`src/rtl/inst_fetch_unit.sv`:
```
// Instruction-fetch front end: PC ownership, req/ack fetch from instruction
// memory, single-entry output slot, redirect with stale-response flush, and
// a sticky timeout flag for a memory that never answers.
module inst_fetch_unit #(
  parameter logic [31:0] RESET_VEC      = 32'h0040_0000,
  parameter int unsigned TIMEOUT_CYCLES = 255
) (
  input  logic        clk,
  input  logic        rst,
  input  logic        stop,
  input  logic        redirect,
  input  logic [31:0] redirect_pc,
  output logic        imem_req,
  output logic [31:0] imem_addr,
  input  logic        imem_ack,
  input  logic [31:0] imem_rdata,
  output logic [31:0] pc_out,
  output logic [31:0] inst_out,
  output logic        inst_valid,
  output logic        fetch_err
);

  localparam int unsigned TW = 16;
  localparam logic [TW-1:0] TMO_MAX  = TW'(TIMEOUT_CYCLES);
  localparam logic [TW-1:0] TMO_LAST = TW'(TIMEOUT_CYCLES - 1);

  typedef enum logic {S_REQ, S_WAIT} state_t;

  state_t          state, state_nxt;
  logic [31:0]     pc_reg, pc_reg_nxt;
  logic            req_nxt;
  logic [31:0]     addr_nxt;
  logic [31:0]     pc_out_nxt, inst_out_nxt;
  logic            valid_nxt, err_nxt, discard, discard_nxt;
  logic [TW-1:0]   timer, timer_nxt;
  logic            accept_c, slot_free_c;

  // Slot handshake with the IF/ID latch
  assign accept_c    = inst_valid && !stop;
  assign slot_free_c = !inst_valid || accept_c;

  // State register and all datapath registers
  always_ff @(posedge clk) begin
    if (rst) begin
      state      <= S_REQ;
      pc_reg     <= RESET_VEC;
      imem_req   <= 1'b0;
      imem_addr  <= 32'h0;
      pc_out     <= 32'h0;
      inst_out   <= 32'h0;
      inst_valid <= 1'b0;
      fetch_err  <= 1'b0;
      discard    <= 1'b0;
      timer      <= '0;
    end else begin
      state      <= state_nxt;
      pc_reg     <= pc_reg_nxt;
      imem_req   <= req_nxt;
      imem_addr  <= addr_nxt;
      pc_out     <= pc_out_nxt;
      inst_out   <= inst_out_nxt;
      inst_valid <= valid_nxt;
      fetch_err  <= err_nxt;
      discard    <= discard_nxt;
      timer      <= timer_nxt;
    end
  end

  // Next-state and next-output logic; redirect overrides slot and PC last
  always_comb begin
    state_nxt    = state;
    pc_reg_nxt   = pc_reg;
    req_nxt      = imem_req;
    addr_nxt     = imem_addr;
    pc_out_nxt   = pc_out;
    inst_out_nxt = inst_out;
    valid_nxt    = inst_valid;
    err_nxt      = fetch_err;
    discard_nxt  = discard;
    timer_nxt    = timer;

    if (accept_c) valid_nxt = 1'b0;

    case (state)
      S_REQ: begin
        // A redirect in this cycle delays the request so the new PC is used
        if (!redirect && slot_free_c) begin
          req_nxt   = 1'b1;
          addr_nxt  = pc_reg;
          state_nxt = S_WAIT;
        end
      end
      S_WAIT: begin
        if (imem_ack) begin
          timer_nxt   = '0;
          req_nxt     = 1'b0;
          discard_nxt = 1'b0;
          state_nxt   = S_REQ;
          if (!(discard || redirect)) begin
            pc_out_nxt   = pc_reg;
            inst_out_nxt = imem_rdata;
            valid_nxt    = 1'b1;
            pc_reg_nxt   = pc_reg + 32'd4;
          end
        end else begin
          if (timer < TMO_MAX) timer_nxt = timer + TW'(1);
          if (timer >= TMO_LAST) err_nxt = 1'b1;
          if (redirect) discard_nxt = 1'b1;
        end
      end
      default: state_nxt = S_REQ;
    endcase

    if (redirect) begin
      pc_reg_nxt   = {redirect_pc[31:2], 2'b00};
      valid_nxt    = 1'b0;
      inst_out_nxt = 32'h0;
    end
  end

endmodule

```
`config.mk`:
```
export PLATFORM = sky130hd
export DESIGN_NAME = inst_fetch_unit
export DESIGN_NICKNAME = d
export VERILOG_FILES = /design/src/rtl/inst_fetch_unit.sv
export SDC_FILE = /design/constraint.sdc
export NUM_CORES = 1
export LEC_CHECK = 0
export BUFFER_PORTS_ARGS = -buffer_cell sky130_fd_sc_hd__buf_2
export CAP_MARGIN = 20
export CORE_MARGIN = 5
export CORE_UTILIZATION = 45
export DETAILED_ROUTE_END_ITERATION = 10
export PLACE_DENSITY = 0.74
export SYNTH_ARGS = -nofsm -noshare
export SYNTH_HDL_FRONTEND = slang
export SYNTH_SLANG_ARGS = --single-unit
```
`constraint.sdc`:
```
create_clock -name clk -period 2.79 [get_ports clk]
set_input_delay 0.558 -clock clk [delete_from_list [all_inputs] [get_ports clk]]
set_output_delay 0.558 -clock clk [all_outputs]
set_load 0.1 [all_outputs]
```
==> results of run 1 <==
worst paths after layout:
path / slack [ns] / cells past startpoint / startpoint / endpoint
setup reg to reg: 0.74 / 6 / pc_reg[2] / pc_reg[30]
hold reg to reg: 0.45 / 2 / inst_out[8] / inst_out[8]
hold / removal: 0.38 / 3 / redirect_pc[2] / pc_reg[2]
setup / recovery: 0.74 / 6 / pc_reg[2] / pc_reg[30]
placed cells by master, fill, tap and decap left out, drive strengths merged, types with 7 or more instances in the layout:
| cell | count |
|---|---|
| inv | 24 |
| a21oi | 118 |
| nand2 | 201 |
| mux2i | 7 |
| nand4 | 18 |
| nor4 | 7 |
| nor2 | 28 |
| dfxtp | 143 |
| xnor2 | 27 |
| clkbuf | 23 |
| nor3 | 7 |
| nand3 | 10 |
| o21a | 16 |
| buf | 172 |
| and2 | 10 |
per-layer routing:
layer  part of all wire  vias to the layer above
met1               0.44                     2329
met2               0.46                      165
li1                   -                     2648
met3              0.088                       15
met4              0.014                        2
met5            0.00083                        -
power by group:
group | leakage [nW] | switching [W] | internal, W
clock | 0.268 | 0.000813 | 0.00128
sequential | 1.16 | 0.0000653 | 0.00211
combinational | 1.61 | 0.000431 | 0.000142
total | 3.04 | 0.00131 | 0.00353
worst max-delay path, delay by kind of cell, from the launching register on:
kind / cells / cell delay (ns)
DFF: 1 / 0.45
xor gates and xnor gates: 1 / 0.19
AOI/OAI and AO/OA: 1 / 0.10
adders and majority gates: 1 / 0.26
and+or+nand+nor: 3 / 0.90
cell type report:
cell class | instances | area share
clock buffer | 23 | 0.0661
sequential | 143 | 0.396
inverter | 24 | 0.0125
timing repair buffer | 172 | 0.128
multi-input combinational | 499 | 0.359
clock inverter | 7 | 0.00865
tap | 172 | 0.0297
kinds of logic after synthesis:
group	count (synthesis)	share of synthesized area
AND/OR/NAND/NOR	304	0.237
AO/OA/AOI/OAI	151	0.145
flip-flops	143	0.495
buffers and inverters	76	0.0574
XOR/XNOR	30	0.0455
multiplexers	7	0.0121
adder cells (fa/ha/maj)	3	0.00650
other	1	0.000649
through the flow:
stage | std cells | power (W)
finish | 1040 | 0.00484
floorplan | 718 | 0.00265
CTS | 1040 | 0.00489
detailed placement | 1010 | 0.00279
global placement | 1010 | 0.00279
global route | 1040 | 0.00502
==> summary.txt, run 1 <==
Outcome
  • Status: complete, no violations

Cells and area
  • Final instance area: 7240 um2
  • # diodes: 0
  • Seq. cell area: 2860 um2
  • Share of layout cells above drive strength 1: 0.237
  • Final nets: 929
  • Finished Core Util: 0.573
  • Largest reg by FF count: inst_out
  • Filler instances: 1,206
  • Max reg flops: 32
  • Area of the multi-input gates: 2600 um2
  • Synth-to-Final Area Change: 25.2%

STA
  • Min Clock Period, post-route: 2.05 ns
  • WHS: 0.376 ns
  • Max Clock Skew: 0.00442 ns
  • Slew HR: 0.544
  • Final Hold Violating Endpoints: 0
  • Setup_tns: 0 ns
  • Setup ws final: 0.743 ns
  • Final setup viols: 0
  • Ratio of final minimum period to clock period: 0.734
  • Slew Viols, Final: 0
  • F_max: 488 MHz
  • Worst Tran Pin Value: 0.684 ns
  • RSZ-0062 raised after global routing: false

Global route
  • Gr usage total: 0.195
  • GR peak layer: met2
  • Largest net degree at the start of global routing: 53
  • GRT Residual Overflow: 0
  • GR Util met2: 0.309
  • Met3 GRT Util: 0.0746
  • Initial antenna violation count: 1
  • First-pass GRT wire length: 23,400 um
  • Vias in the first global route: 4,880
  • Grt met1 use: 0.243

Clock network
  • Clock root cell: clkbuf_16
  • Clock latency on the worst-skew pair: 0.41 ns
  • Hold_buf cts: 0
  • # clock sinks: 143
  • CTS tree: built
  • Clock buffer count from CTS: 17
  • Clock Path Buffers: 2
  • # H-tree levels: 4
  • Number of setup buffers added after CTS: 0
  • Post-CTS Resized: 0
  • CTS clk-pin slew, worst paths: 0.06 ns

Synthesis
  • Yosys top cell area share: 0.495
  • Synth Flop Type: dfxtp_1
  • Yosys warnings: 0
  • Most common cell in the synthesized netlist: nand2_1
  • Mapped Avg Cell Area: 8.08 um2
  • Synth area leaders: dfxtp_1 (50%), nand2_1 (13%), a21oi_1 (10%)
  • Post-Syn Instances: 715
  • Post-Syn Area: 5780 um2
  • Synth top cells by count: nand2_1 (201), dfxtp_1 (143), a21oi_1 (118)
  • Synth cell types: 49
  • Asr flop ratio synth: 0
  • Leading area contributor after synthesis: dfxtp_1
  • Post-synth EDFFs: 0
  • Number of synthesized register bits: 143
  • Sequential area share after synthesis: 0.495

Placed design
  • DPL Wire Length: 10,100 um
  • Port buffer count: 161
  • Gpl congestion: 0.769
  • Pre-CTS setup slack: 0.580 ns
  • Placed inst area: 6700 um2

Route
  • Routed vias/inst: 4.96
  • Via count: 5,159
  • TritonRoute pass-1 iters: 6
  • Post-DRT Antenna Nets: 0
  • DR iter-0 viols: 400
  • Drt total wl: 14,500 um
  • DRC Markers: 0
  • WL/cell: 14.0 um

Die
  • Die Span X: 123 um
  • Die ar.: 15,200 um2
  • Core Area: 12,600 um2
  • Boundary Pins: 168
  • Initial Utilization: 0.458
  • Std-Cell Rows: 41
  • Die Y: 123 um

Pwr
  • Lkg Pwr: 3.04 nW
  • Pwr dens: 668 nW/um2
  • Worst vdd ir: 0.000463 V

Setup path
  • Critical path fanouts, max: 6
  • CP required: 3.06 ns
  • Kind of critical path: flip-flop to flip-flop
  • Crit end category: flip-flop
  • Critical-path top delay cell: nor3_1
  • Worst path max stage delay: 0.47 ns
  • CP arrival: 2.32 ns
  • CP cell instances: ha_1 -> nand4_1 -> nor3_1 -> nand4_1 -> xor2_1 -> o22ai_1
  • CP startpoint kind: flip-flop
  • Crit-path most repeated cell: nand4_1

Job
  • Maxcap violations: 0

Hold path
  • Hold/Removal Path Class: primary input to flip-flop
Power figures use the tool's default switching activity.
==> run 2, diff against run 1 <==
PLACE_DENSITY = 0.77   (was 0.74)
clock period = 1.73 ns   (was 2.79 ns; I/O delays follow)
==> run 2 against run 1 <==
Maximum frequency up 22%. Worst hold slack worse by 0.21 ns. Sequential power increased by 60%. Critical path type unchanged. Critical endpoint is now pc_reg[20]. Clock-buffer cell count decreased by 3. Register-to-register slack lost 0.70 ns. Non-clock buffer count grew 40.
==> summary.txt, run 2 (synthesis results as in run 1) <==
Route
  • TritonRoute pass-1 iters: 5
  • Post-DRT Antenna Nets: 0
  • Routed vias/inst: 5.03
  • WL/cell: 14.0 um
  • DR iter-0 viols: 347
  • Drt total wl: 15,200 um
  • Via count: 5,449
  • DRC Markers: 0

Cells and area
  • Most frequent cells in the layout: nand2_1 (201), buf_2 (160), dfxtp_1 (142), a21oi_1 (117), buf_4 (47)
  • Final nets: 969
  • Commonest non-fill, non-tap cell in the layout: nand2_1
  • Max reg flops: 32
  • Largest reg by FF count: inst_out
  • Synth-to-Final Area Change: 33.4%
  • Share of layout cells above drive strength 1: 0.282
  • Final instance area: 7710 um2

Placed design
  • Port buffer count: 161
  • Gpl congestion: 0.833
  • Pre-CTS setup slack: -0.105 ns
  • DPL Wire Length: 10,800 um
  • Placed inst area: 7010 um2

Clock network
  • Clock buffer count from CTS: 17
  • Clock Path Buffers: 2
  • CTS clk-pin slew, worst paths: 0.06 ns
  • Clock root cell: clkbuf_16
  • # H-tree levels: 4
  • # clock sinks: 143
  • Clock latency on the worst-skew pair: 0.41 ns
  • CTS tree: built

Outcome
  • Status: complete, no violations

Die
  • Initial Utilization: 0.458
  • Die ar.: 15,200 um2
  • Die Y: 123 um
  • Core Area: 12,600 um2
  • Die Span X: 123 um
  • Boundary Pins: 168
  • Std-Cell Rows: 41

Pwr
  • Post-layout power: 0.00842 W
  • Worst vdd ir: 0.000772 V
  • Clk pwr share: 0.466
  • Comb pwr share: 0.122
  • Pwr dens: 1090 nW/um2
  • Int Pwr: 0.00626 W
  • Lkg Pwr: 3.31 nW
  • Reg power frac: 0.412
  • Switch share: 0.257
  • Sw power: 0.00216 W

STA
  • Setup ws final: 0.0470 ns
  • Final setup viols: 0
  • Slew Viols, Final: 0
  • Max Clock Skew: 0.00943 ns
  • Setup_tns: 0 ns
  • WHS: 0.167 ns
  • F_max: 594 MHz
  • Min Clock Period, post-route: 1.68 ns
  • Final Hold Violating Endpoints: 0
  • Worst Tran Pin Value: 0.690 ns
  • RSZ-0062 raised after global routing: true
  • Ratio of final minimum period to clock period: 0.973
  • Slew HR: 0.540

Global route
  • Gr usage total: 0.202
  • Initial antenna violation count: 0
  • Largest net degree at the start of global routing: 36
  • GRT Residual Overflow: 0
  • Vias in the first global route: 5,048
  • First-pass GRT wire length: 24,300 um

Setup path
  • RR Endpoint: pc_reg[20]
  • CP arrival: 1.99 ns
  • CP startpoint kind: flip-flop
  • CP cell instances: nand4_1 -> or4_4 -> nor3_2 -> xnor2_1 -> o21a_1
  • Critical-path top delay cell: or4_4
  • CP required: 2.04 ns
  • Kind of critical path: flip-flop to flip-flop
  • Crit end category: flip-flop
  • Path depth of the worst reg2reg path: 5
  • RR Startpoint: pc_reg[11]
  • Worst path max stage delay: 0.55 ns
  • Critical path fanouts, max: 3
  • Worst reg2reg setup slack: 0.05 ns

Job
  • Maxcap violations: 0

Hold path
  • Hold worst-path end: inst_out[10]
  • Hold/Removal Path Class: primary input to flip-flop
  • Hold Path Depth: 3
  • Worst hold start: imem_rdata[10]
run 2: cell count changes in the layout (fill, tap and decap cells not counted), sizes merged:
| cell | before | now |
|---|---|---|
| buf | 172 | 212 |
| bufinv | 1 | 5 |
| clkbuf | 23 | 20 |
| clkinvlp | 1 | 2 |
| diode | 0 | 1 |
run 2: worst max-delay path by stage:
| stage | from | endpoint | slack (ns) | depth (start not counted) |
|---|---|---|---|---|
| 2_1_floorplan | imem_ack | pc_reg[27] | 0.02 | 7 |
| 3_3_place_gp | imem_ack | pc_reg[20] | -0.08 | 6 |
| 3_5_place_dp | imem_ack | pc_reg[20] | -0.10 | 6 |
| 4_1_cts | timer[8] | timer[3] | 0.02 | 5 |
| 5_1_grt | pc_reg[9] | pc_reg[20] | -0.04 | 5 |
| 6_report | pc_reg[11] | pc_reg[20] | 0.05 | 5 |
run 2: critical path, delay by kind of cell, from the launching register on:
family / cells / cell delay (ns)
AO/OA/AOI/OAI: 1 / 0.16
XOR/XNOR: 1 / 0.09
flip-flops: 1 / 0.34
AND/OR/NAND/NOR: 3 / 0.99
run 2: through the flow:
stage / std cells / util
floorplan: 718 / -
global placement: 1049 / 0.556
detailed placement: 1049 / 0.556
CTS: 1081 / 0.607
global route: 1082 / 0.611
finish: 1083 / 0.611
run 2: power by group through the flow:
stage	Sequential [W]	Clock, W	Combinational, W
after CTS	0.00347	0.00397	0.00103
after global placement	0.00354	0	0.00101
final	0.00347	0.00392	0.00103
after detailed placement	0.00354	0	0.00102
after floorplan	0.00390	0	0.000369
after global routing	0.00348	0.00414	0.00110
run 2: layout make-up:
cell class / instances / area (um2)
Sequential cell: 143 / 2860
Inverter: 24 / 90.1
Clock buffer: 20 / 447
Tap cell: 172 / 215
Multi-Input combinational cell: 499 / 2650
Timing Repair Buffer: 212 / 1250
Antenna cell: 1 / 2.50
Fill cell: 1133 / 4910
Clock inverter: 12 / 190
run 2: what timing repair did:
item / CTS / global route
buffers inserted: 0 / 1
endpoints found under the setup margin: 2 / 14
pin swaps: 0 / 3
endpoints found under the hold margin: 0 / 0
hold buffers: 0 / 0
gates resized for setup: 1 / 9
run 2: metal layers:
layer	global-route usage	wire, um	part of all wire	vias up
li1	-	-	-	2742
met1	0.255	6670	0.44	2497
met2	0.318	7010	0.46	191
met3	0.0810	1300	0.085	19
met4	0.0574	197	0.013	0
met5	0	0	0	-
